===== src/rtl/barrel_shifter_pkg.sv =====
`default_nettype none
// ============================================================================
// Module      : barrel_shifter_pkg
// Description : Shared types and helpers for the pipelined barrel shifter.
//               Rotate fill is compiled only when BARREL_SHIFTER_ROTATE_EN
//               is defined.
// Revision    : 1.0 - initial release
// ============================================================================
package barrel_shifter_pkg;

    typedef enum logic [1:0] {
        MODE_LSR = 2'd0,
        MODE_LSL = 2'd1,
        MODE_ASR = 2'd2,
        MODE_ROR = 2'd3
    } shift_mode_t;

    // Widest operand the reverse helper supports.
    localparam int MAX_W = 256;

    // Reverse the low w bits of d; the caller narrows the result to w bits.
    function automatic logic [MAX_W-1:0] bit_reverse(
        input logic [MAX_W-1:0] d,
        input int unsigned      w
    );
        logic [MAX_W-1:0] r;
        r = '0;
        for (int i = 0; i < MAX_W; i++) begin
            r[i] = d[MAX_W-1-i];
        end
        return r >> (MAX_W - w);
    endfunction

    function automatic logic fill_bit(
        input shift_mode_t mode,
        input logic        sign,
        input logic        wrap
    );
        logic f;
        f = 1'b0;
        case (mode)
            MODE_ASR: f = sign;
`ifdef BARREL_SHIFTER_ROTATE_EN
            MODE_ROR: f = wrap;
`else
            // Without rotate support mode 3 degrades to a zero-filled LSR.
            MODE_ROR: f = 1'b0 & wrap;
`endif
            default:  f = 1'b0;
        endcase
        return f;
    endfunction

endpackage
`default_nettype wire


===== src/rtl/barrel_shift_stage.sv =====
`default_nettype none
// ============================================================================
// Module      : barrel_shift_stage
// Description : One pipelined right-shift level of distance STEP with fill
//               selection and valid/advance logic. Rotate fill depends on
//               BARREL_SHIFTER_ROTATE_EN (see barrel_shifter_pkg).
// Revision    : 1.0 - initial release
// ============================================================================
module barrel_shift_stage
    import barrel_shifter_pkg::*;
#(
    parameter  int WIDTH        = 8,
    parameter  int STEP         = 1,
    parameter  int SHAMT_BIT    = 0,
    parameter  bit EXIT_REVERSE = 1'b0,
    localparam int SHW          = $clog2(WIDTH)
) (
    input  logic             clk,
    input  logic             rst,
    input  logic             valid_i,
    input  logic [WIDTH-1:0] data_i,
    input  logic [SHW-1:0]   shamt_i,
    input  shift_mode_t      mode_i,
    input  logic             sign_i,
    input  logic             next_load_i,
    output logic             load_o,
    output logic             valid_o,
    output logic [WIDTH-1:0] data_o,
    output logic [SHW-1:0]   shamt_o,
    output shift_mode_t      mode_o,
    output logic             sign_o
);

    logic             valid_q;
    logic [WIDTH-1:0] data_q;
    logic [SHW-1:0]   shamt_q;
    shift_mode_t      mode_q;
    logic             sign_q;

    logic [STEP-1:0]  w_fill;
    logic [WIDTH-1:0] w_shifted;
    logic [WIDTH-1:0] data_d;

    for (genvar j = 0; j < STEP; j++) begin : g_fill
        assign w_fill[j] = fill_bit(mode_i, sign_i, data_i[j]);
    end

    assign w_shifted = shamt_i[SHAMT_BIT] ? {w_fill, data_i[WIDTH-1:STEP]} : data_i;

    // The final level undoes the entry reversal so the output stays registered.
    if (EXIT_REVERSE) begin : g_exit_reverse
        assign data_d = (mode_i == MODE_LSL)
                      ? WIDTH'(bit_reverse(MAX_W'(w_shifted), WIDTH))
                      : w_shifted;
    end else begin : g_no_reverse
        assign data_d = w_shifted;
    end

    assign load_o = !valid_q || next_load_i;

    always_ff @(posedge clk or posedge rst) begin
        if (rst) begin
            valid_q <= 1'b0;
            data_q  <= '0;
            shamt_q <= '0;
            mode_q  <= MODE_LSR;
            sign_q  <= 1'b0;
        end else if (load_o) begin
            valid_q <= valid_i;
            if (valid_i) begin
                data_q  <= data_d;
                shamt_q <= shamt_i;
                mode_q  <= mode_i;
                sign_q  <= sign_i;
            end
        end
    end

    assign valid_o = valid_q;
    assign data_o  = data_q;
    assign shamt_o = shamt_q;
    assign mode_o  = mode_q;
    assign sign_o  = sign_q;

endmodule
`default_nettype wire


===== src/rtl/pipelined_barrel_shifter.sv =====
`default_nettype none
// ============================================================================
// Module      : pipelined_barrel_shifter
// Description : Fully pipelined LSR/LSL/ASR/ROR barrel shifter, one register
//               level per shift-amount bit, valid/ready on both sides.
//               Optional rotate: define BARREL_SHIFTER_ROTATE_EN.
// Revision    : 1.0 - initial release
// ============================================================================
module pipelined_barrel_shifter
    import barrel_shifter_pkg::*;
#(
    parameter  int WIDTH = 8,
    localparam int SHW   = $clog2(WIDTH)
) (
    input  logic             clk,
    input  logic             rst,
    input  logic             in_valid,
    output logic             in_ready,
    input  logic [WIDTH-1:0] in_data,
    input  logic [SHW-1:0]   in_shamt,
    input  logic [1:0]       in_mode,
    output logic             out_valid,
    input  logic             out_ready,
    output logic [WIDTH-1:0] out_data
);

    logic             w_valid [0:SHW];
    logic [WIDTH-1:0] w_data  [0:SHW];
    logic [SHW-1:0]   w_shamt [0:SHW];
    shift_mode_t      w_mode  [0:SHW];
    logic             w_sign  [0:SHW];
    logic             w_load  [0:SHW];
    shift_mode_t      w_in_mode;

    assign w_in_mode  = shift_mode_t'(in_mode);

    // Left shifts reuse the right-shift tree on bit-reversed data.
    assign w_valid[0] = in_valid;
    assign w_data[0]  = (w_in_mode == MODE_LSL)
                      ? WIDTH'(bit_reverse(MAX_W'(in_data), WIDTH))
                      : in_data;
    assign w_shamt[0] = in_shamt;
    assign w_mode[0]  = w_in_mode;
    assign w_sign[0]  = in_data[WIDTH-1];

    assign w_load[SHW] = out_ready;

    for (genvar k = 0; k < SHW; k++) begin : g_stage
        barrel_shift_stage #(
            .WIDTH       (WIDTH),
            .STEP        (1 << (SHW - 1 - k)),
            .SHAMT_BIT   (SHW - 1 - k),
            .EXIT_REVERSE(k == SHW - 1)
        ) u_stage (
            .clk        (clk),
            .rst        (rst),
            .valid_i    (w_valid[k]),
            .data_i     (w_data[k]),
            .shamt_i    (w_shamt[k]),
            .mode_i     (w_mode[k]),
            .sign_i     (w_sign[k]),
            .next_load_i(w_load[k+1]),
            .load_o     (w_load[k]),
            .valid_o    (w_valid[k+1]),
            .data_o     (w_data[k+1]),
            .shamt_o    (w_shamt[k+1]),
            .mode_o     (w_mode[k+1]),
            .sign_o     (w_sign[k+1])
        );
    end

    assign in_ready  = w_load[0];
    assign out_valid = w_valid[SHW];
    assign out_data  = w_data[SHW];

endmodule
`default_nettype wire


===== config.mk =====
export PLATFORM = sky130hd
export DESIGN_NAME = pipelined_barrel_shifter
export DESIGN_NICKNAME = d
export VERILOG_FILES = /design/src/rtl/barrel_shifter_pkg.sv /design/src/rtl/barrel_shift_stage.sv /design/src/rtl/pipelined_barrel_shifter.sv
export SDC_FILE = /design/constraint.sdc
export NUM_CORES = 1
export LEC_CHECK = 0
export CAP_MARGIN = 20
export CORE_ASPECT_RATIO = 0.9
export CORE_MARGIN = 4
export CORE_UTILIZATION = 54
export CTS_BUF_LIST = sky130_fd_sc_hd__clkbuf_16
export DETAILED_ROUTE_END_ITERATION = 16
export PLACE_DENSITY = 0.79
export SLEW_MARGIN = 20
export SYNTH_ARGS = -nofsm -noshare
export SYNTH_HDL_FRONTEND = slang
export SYNTH_SLANG_ARGS = --single-unit
export TNS_END_PERCENT = 50

===== constraint.sdc =====
create_clock -name clk -period 1.95 [get_ports clk]
set_clock_uncertainty 0.2 [all_clocks]
set_input_delay 0.195 -clock clk [delete_from_list [all_inputs] [get_ports clk]]
set_output_delay 0.195 -clock clk [all_outputs]
set_load 0.1 [all_outputs]

==> out/qor.csv, run 1 <==
stage,metric,value,unit
status,status,"finished, final reports clean",
grt,gr-total-overflow,0,
power,power,3.29,mW
clocking,post_cts_buffers,0,
timing,rsz0062_at_grt,false,
grt,met2_usage,33.3,%
grt,grt_max_degree,15,
power,p_leak,1.09,nW
route,wl_per_cell,17.5,microns
timing,min_period,1.71,ns
timing,finalSetupViolCount,0,
power,vdd_drop_max,0.000587,V
timing,fmax,584,MHz
grt,grt.busiest_layer,met2,
clocking,cts_max_level,2,
place,dpl.cell_count,226,
finish,area_growth,26.6,%
worst_setup_path,path_buf_inv,0,
place,place_ws,-0.0566,ns
floorplan,initial_core_util,56.4,%
grt,grt_pass1_vias,1459,
clocking,cts.clk_slew.worst_paths,0.05,ns
timing,max_slew_margin,68.6,%
place,gp_congestion,0.964,
finish,drive_gt1_share,31.1,%
route,ant_nets,0,
worst_setup_path,critPathMaxFanout,10,
worst_setup_path,critPathLaunchType,flip-flop,
route,drt_iter0_drc,82,
synth,synth_warnings,0,
worst_setup_path,cp_slowest_cell,dfrtp_1,
clocking,cts_buffer_depth,2,
power,cellPowerDensity,1370,nW/um^2
route,routed-via-count,1374,
route,vias_per_cell,5.87,
clocking,cts_buffers,5,
synth,yosys_register_bits,36,
finish,nets,206,
floorplan,ios,27,
place,io_buffers,26,
timing,fin_setup_tns,0,ns
clocking,cts_tree,built,
route,drc,0,
grt,antenna_found_initial,0,
grt,grt_usage,20.0,%
synth,synth_top_area_cell,dfrtp_1,
min_path,min_path_type,input port to asynchronous set/reset pin,
synth,syn-num-nets,168,
clocking,clk-insertion-delay-late,0.28,ns
floorplan,dieArea,4540,sq um
worst_setup_path,path_class,flip-flop to flip-flop,
grt,use_met3,5.97,%
synth,syn-instance-count,151,
clocking,cts_resized,0,
clocking,postCtsHoldBufs,0,
synth,syn_area,1900,sq um
worst_setup_path,crit_chain,mux2_2 -> a22oi_1 -> a41oi_1,
synth,ys_seq_area_share,47.3,%
place,dpl-instance-area,2270,sq um
timing,finalHoldViolCount,0,
synth,synth.top_cell.area_share,47.3,%
clocking,clock_sinks,36,
timing,min_period_over_period,87.8,%
floorplan,die_h,64.3,microns
worst_setup_path,worstPathArrival,1.65,ns
timing,drv_slew,0,
route,dr.pass1.iters,5,
grt,grt_pass1_wl,6880,microns
finish,finalInstanceArea,2410,sq um
floorplan,die_width,70.6,microns
floorplan,rows,20,
place,hpwl,3150,microns
worst_setup_path,cp_slowest_stage_delay,0.59,ns
timing,layout_setup_ws,0.238,ns
route,wirelength,4110,microns
synth,syn_avg_cell_area,12.6,sq um
finish,layout.cells.non_filler,234,
synth,ys_top_cells_by_area,"dfrtp_1 47%, mux2i_1 11%, mux2_2 8.3%",
synth,synth.distinct_cells,29,
timing,worst_pin_slew,0.471,ns
floorplan,core,3380,sq um
flow_run,max_cap_viol_count,0,
worst_setup_path,crit_family,flip-flops,
grt,grt_use_met1,22.1,%
finish,diodes,0,
worst_setup_path,cp-end-kind,flip-flop,
worst_setup_path,worstPathRequired,1.89,ns
clocking,cts-root-buf,clkbuf_16,
==> cell families after synthesis <==
| family | share of synthesized area (%) |
|---|---|
| DFF | 47.3 |
| and+or+nand+nor | 7.75 |
| AOI/OAI and AO/OA | 11.1 |
| muxes | 29.8 |
| buffers and inverters | 4.01 |
==> path summary, 6_finish.rpt <==
path | from | to | slack (ns) | depth (start not counted)
setup / recovery | g_stage[1].u_stage.shamt_o[0] | g_stage[2].u_stage.data_o[7] | 0.24 | 3
hold / removal | rst | g_stage[2].u_stage.data_o[7] | 0.03 | 2
setup reg to reg | g_stage[1].u_stage.shamt_o[0] | g_stage[2].u_stage.data_o[7] | 0.24 | 3
hold reg to reg | g_stage[2].u_stage.data_o[2] | g_stage[2].u_stage.data_o[2] | 0.30 | 1
max in group asynchronous | rst | g_stage[0].u_stage.shamt_o[1] | 0.96 | 3
min in group clk | g_stage[2].u_stage.data_o[2] | g_stage[2].u_stage.data_o[2] | 0.30 | 1
==> cell usage in the layout (no fill, tap or decap), types with 2 or more instances in the layout <==
master           instances
a21oi_1                 11
mux2_4                   8
mux2i_1                 20
o31a_1                   3
clkdlybuf4s50_1         16
mux2_2                  14
nand4b_1                 2
o211ai_1                 4
clkinv_1                 2
mux4_2                   4
nand2b_1                 5
nand2_1                  2
dfrtp_1                 35
nor2b_1                  2
a31oi_1                 11
clkbuf_16                5
buf_4                   20
inv_1                   10
buf_12                   2
o21ai_0                  3
==> per-layer routing <==
| metal | vias to the layer above | wire, microns | share of wire (%) |
|---|---|---|---|
| met5 | - | 0 | 0 |
| met4 | 0 | 216 | 5.3 |
| met3 | 20 | 205 | 5.0 |
| met2 | 48 | 2070 | 50 |
| met1 | 671 | 1620 | 39 |
| li1 | 635 | - | - |
==> stage by stage <==
stage | hold WS (ns) | util, %
after floorplan | 0.103 | -
after global placement | 0.290 | 67.3
after detailed placement | 0.299 | 67.3
after CTS | 0.0321 | 71.4
after global routing | 0.0694 | 71.4
final | 0.0291 | 71.4
==> registers in the layout, indices dropped and copies added, names as in the netlist <==
register	flops
g_stage.u_stage.mode_o	4
g_stage.u_stage.shamt_o	3
g_stage.u_stage.data_o	24
g_stage.u_stage.valid_o	3
g_stage.u_stage.sign_o	2
==> worst register-to-register path: cells and delay by family, from the launching register on <==
family / cells / cell delay [ns]
flops: 1 / 0.59
compound gates: 2 / 0.39
mux: 1 / 0.40
==> synthesized netlist by cell type <==
library cell,number
dfrtp_1,36
mux2i_1,20
mux2_2,14
a21oi_1,11
a31oi_1,11
inv_1,9
mux2_4,8
nand2b_1,5
clkbuf_1,4
mux4_2,4
o211ai_1,4
o21ai_0,3
o31a_1,3
nand2_1,2
nand4b_1,2
nor2b_1,2
a22oi_1,1
a41oi_1,1
and2_4,1
and3b_1,1
buf_2,1
buf_4,1
buf_6,1
inv_2,1
nand2b_4,1
nand3b_1,1
nand4b_4,1
nor2b_2,1
nor3b_1,1
==> area by class of cell <==
cell class,instances,area (sq um)
fill,258,967
timing repair buffer,38,350
clock inverter,3,11.3
clock buffer,5,125
sequential,36,905
inverter,10,37.5
multi-input combinational,98,927
tap,44,55.1
==> power by group <==
part	switching [mW]	total [mW]	internal (mW)	leakage, nW
sequential	0.171	1.13	0.955	0.414
clock	0.273	0.732	0.458	0.0701
combinational	0.950	1.44	0.486	0.610
total	1.39	3.29	1.90	1.09
Note: power is estimated with default switching activity, not from simulation.
==> run 2, diff against run 1 <==
CORE_MARGIN = not set   (was 4)
SLEW_MARGIN = not set   (was 20)
==> run 2 against run 1 <==
Net effect: non-clock buffer count fell by 2; clock power increased by 19%; first-iteration DRC count decreased by 21%; critical endpoint is now in_ready; highest routed layer unchanged.
==> out/qor.csv, run 2 (synthesis gave the netlist of run 1 again) <==
stage,metric,value,unit,change
grt,grt_pass1_wl,6210,microns,-9.7%
clocking,post_cts_buffers,0,,unchanged
timing,finalHoldViolCount,0,,unchanged
place,dpl-instance-area,2260,sq um,-0.66%
power,cellPowerDensity,1410,nW/um^2,+2.9%
grt,grt_pass1_vias,1391,,-4.7%
clocking,clk-insertion-delay-late,0.28,ns,about the same
clocking,cts.clk_slew.worst_paths,0.05,ns,about the same
timing,fin_setup_tns,0,ns,unchanged
floorplan,die_width,64.6,microns,-8.5%
clocking,cts_tree,built,,
clocking,cts_max_level,2,,unchanged
clocking,cts-root-buf,clkbuf_16,,
finish,drive_gt1_share,31.4,%,+0.33 points
worst_setup_path,worstPathArrival,1.38,ns,-0.27 ns
place,gp_congestion,0.879,,-8.8%
clocking,cts_buffer_depth,2,,unchanged
floorplan,rows,20,,unchanged
floorplan,dieArea,3770,sq um,-17%
worst_setup_path,cp_slowest_cell,dfrtp_1,,
route,vias_per_cell,5.83,,-0.68%
floorplan,core,3380,sq um,unchanged
timing,min_period_over_period,91.2,%,+3.4 points
power,p_leak,1.10,nW,+0.48%
worst_setup_path,crit_start,g_stage[0].u_stage.valid_o,,
timing,fmax,562,MHz,-3.7%
route,wirelength,3670,microns,-11%
power,vdd_drop_max,0.000489,V,-17%
timing,worst_pin_slew,0.447,ns,-0.0237 ns
worst_setup_path,cp.depth,3,,unchanged
floorplan,initial_core_util,56.4,%,unchanged
worst_setup_path,r2r-start,g_stage[0].u_stage.valid_o,,
finish,diodes,0,,unchanged
worst_setup_path,cp_slowest_stage_delay,0.61,ns,+0.02 ns
grt,grt_max_degree,37,,+22
min_path,min_path_type,input port to asynchronous set/reset pin,,
floorplan,ios,27,,unchanged
worst_setup_path,r2r_slack,0.28,ns,+0.04 ns
timing,min_period,1.78,ns,+0.0654 ns
grt,antenna_found_initial,0,,unchanged
clocking,postCtsHoldBufs,0,,unchanged
worst_setup_path,crit_family,flip-flops,,
worst_setup_path,path_class,flip-flop to output pin,,
worst_setup_path,r2r_end,g_stage[0].u_stage.data_o[3],,
timing,max_slew_margin,70.2,%,+1.6 points
finish,area_growth,27.3,%,
place,hpwl,2860,microns,-9.3%
worst_setup_path,cp-end-kind,output pin,,
route,routed-via-count,1353,,-1.5%
worst_setup_path,critPathMaxFanout,15,,+5
finish,nets,204,,-0.97%
route,ant_nets,0,,unchanged
route,drt_iter0_drc,65,,-21%
timing,rsz0062_at_grt,false,,
route,wl_per_cell,15.8,microns,-9.8%
floorplan,die_h,58.3,microns,-9.3%
route,drc,0,,unchanged
worst_setup_path,crit_chain,nand4b_4 -> buf_4 -> buf_12,,
worst_setup_path,worstPathRequired,1.55,ns,-0.34 ns
status,status,"finished, final reports clean",,
finish,final_common_cell,dfrtp_1,,
worst_setup_path,path_buf_inv,2,,+2
timing,finalSetupViolCount,0,,unchanged
clocking,clock_sinks,36,,unchanged
route,dr.pass1.iters,4,,-1
clocking,cts_buffers,5,,unchanged
worst_setup_path,reg2reg_depth,3,,unchanged
place,io_buffers,26,,unchanged
grt,grt_usage,22.4,%,+2.4 points
worst_setup_path,endpoint,in_ready,,
worst_setup_path,critPathLaunchType,flip-flop,,
flow_run,max_cap_viol_count,0,,unchanged
grt,gr-total-overflow,0,,unchanged
finish,largest_reg_flops,24,,unchanged
timing,drv_slew,0,,unchanged
finish,most-common-layout-cells,"35 x dfrtp_1, 20 x mux2i_1, 18 x buf_4",,
clocking,cts_resized,0,,unchanged
finish,finalInstanceArea,2420,sq um,+0.52%
## run 2: changes by cell type in the layout (fill, tap and decap cells not counted)
cell,change
bufinv_16,+1
buf_4,-2
clkinv_2,+1
clkinv_1,-2
## run 2: worst min-delay path by stage
stage                                            start                           end  slack (ns)
after floorplan                               in_valid    g_stage[0].u_stage.valid_o        0.10
after global placement    g_stage[2].u_stage.data_o[1]  g_stage[2].u_stage.data_o[1]        0.29
after detailed placement  g_stage[2].u_stage.data_o[4]  g_stage[2].u_stage.data_o[4]        0.29
after CTS                                          rst  g_stage[0].u_stage.data_o[4]        0.12
after global routing                               rst  g_stage[0].u_stage.data_o[0]        0.19
final                                              rst  g_stage[0].u_stage.data_o[0]        0.11
## run 2: stage by stage
stage	instances	setup slack [ns]	total power [mW]	hold WS [ns]	utilization, %
finish	232	0.172	3.41	0.112	71.7
global route	232	0.113	3.56	0.186	71.7
CTS	232	0.165	3.44	0.125	71.7
detailed placement	224	-0.0274	2.56	0.294	66.9
global placement	224	0.0312	2.52	0.290	66.9
floorplan	151	-0.220	2.23	0.103	-
## run 2: where the power goes
| group | switching (mW) | leakage [nW] | internal [mW] |
|---|---|---|---|
| registers | 0.175 | 0.414 | 0.955 |
| clock network | 0.279 | 0.0850 | 0.595 |
| logic | 0.921 | 0.601 | 0.483 |
## run 2: tightest hold or removal path: cells and delay by family
kind	cells	cell delay, ns
buffers and inverters	3	0.82
## run 2: cell type report
class / instances / area, sq um
Fill cell: 240 / 955
Multi-Input combinational cell: 98 / 927
Sequential cell: 36 / 905
Timing Repair Buffer: 36 / 335
Clock buffer: 5 / 125
Tap cell: 44 / 55.1
Clock inverter: 3 / 38.8
Inverter: 10 / 37.5
## run 2: layer usage
layer | up-vias | GRT usage [%] | share of wire, %
met1 | 656 | 22.6 | 37
met2 | 44 | 42.1 | 55
li1 | 641 | - | -
met4 | 0 | 12.7 | 3.2
met3 | 12 | 6.01 | 4.1
met5 | - | 0 | 0
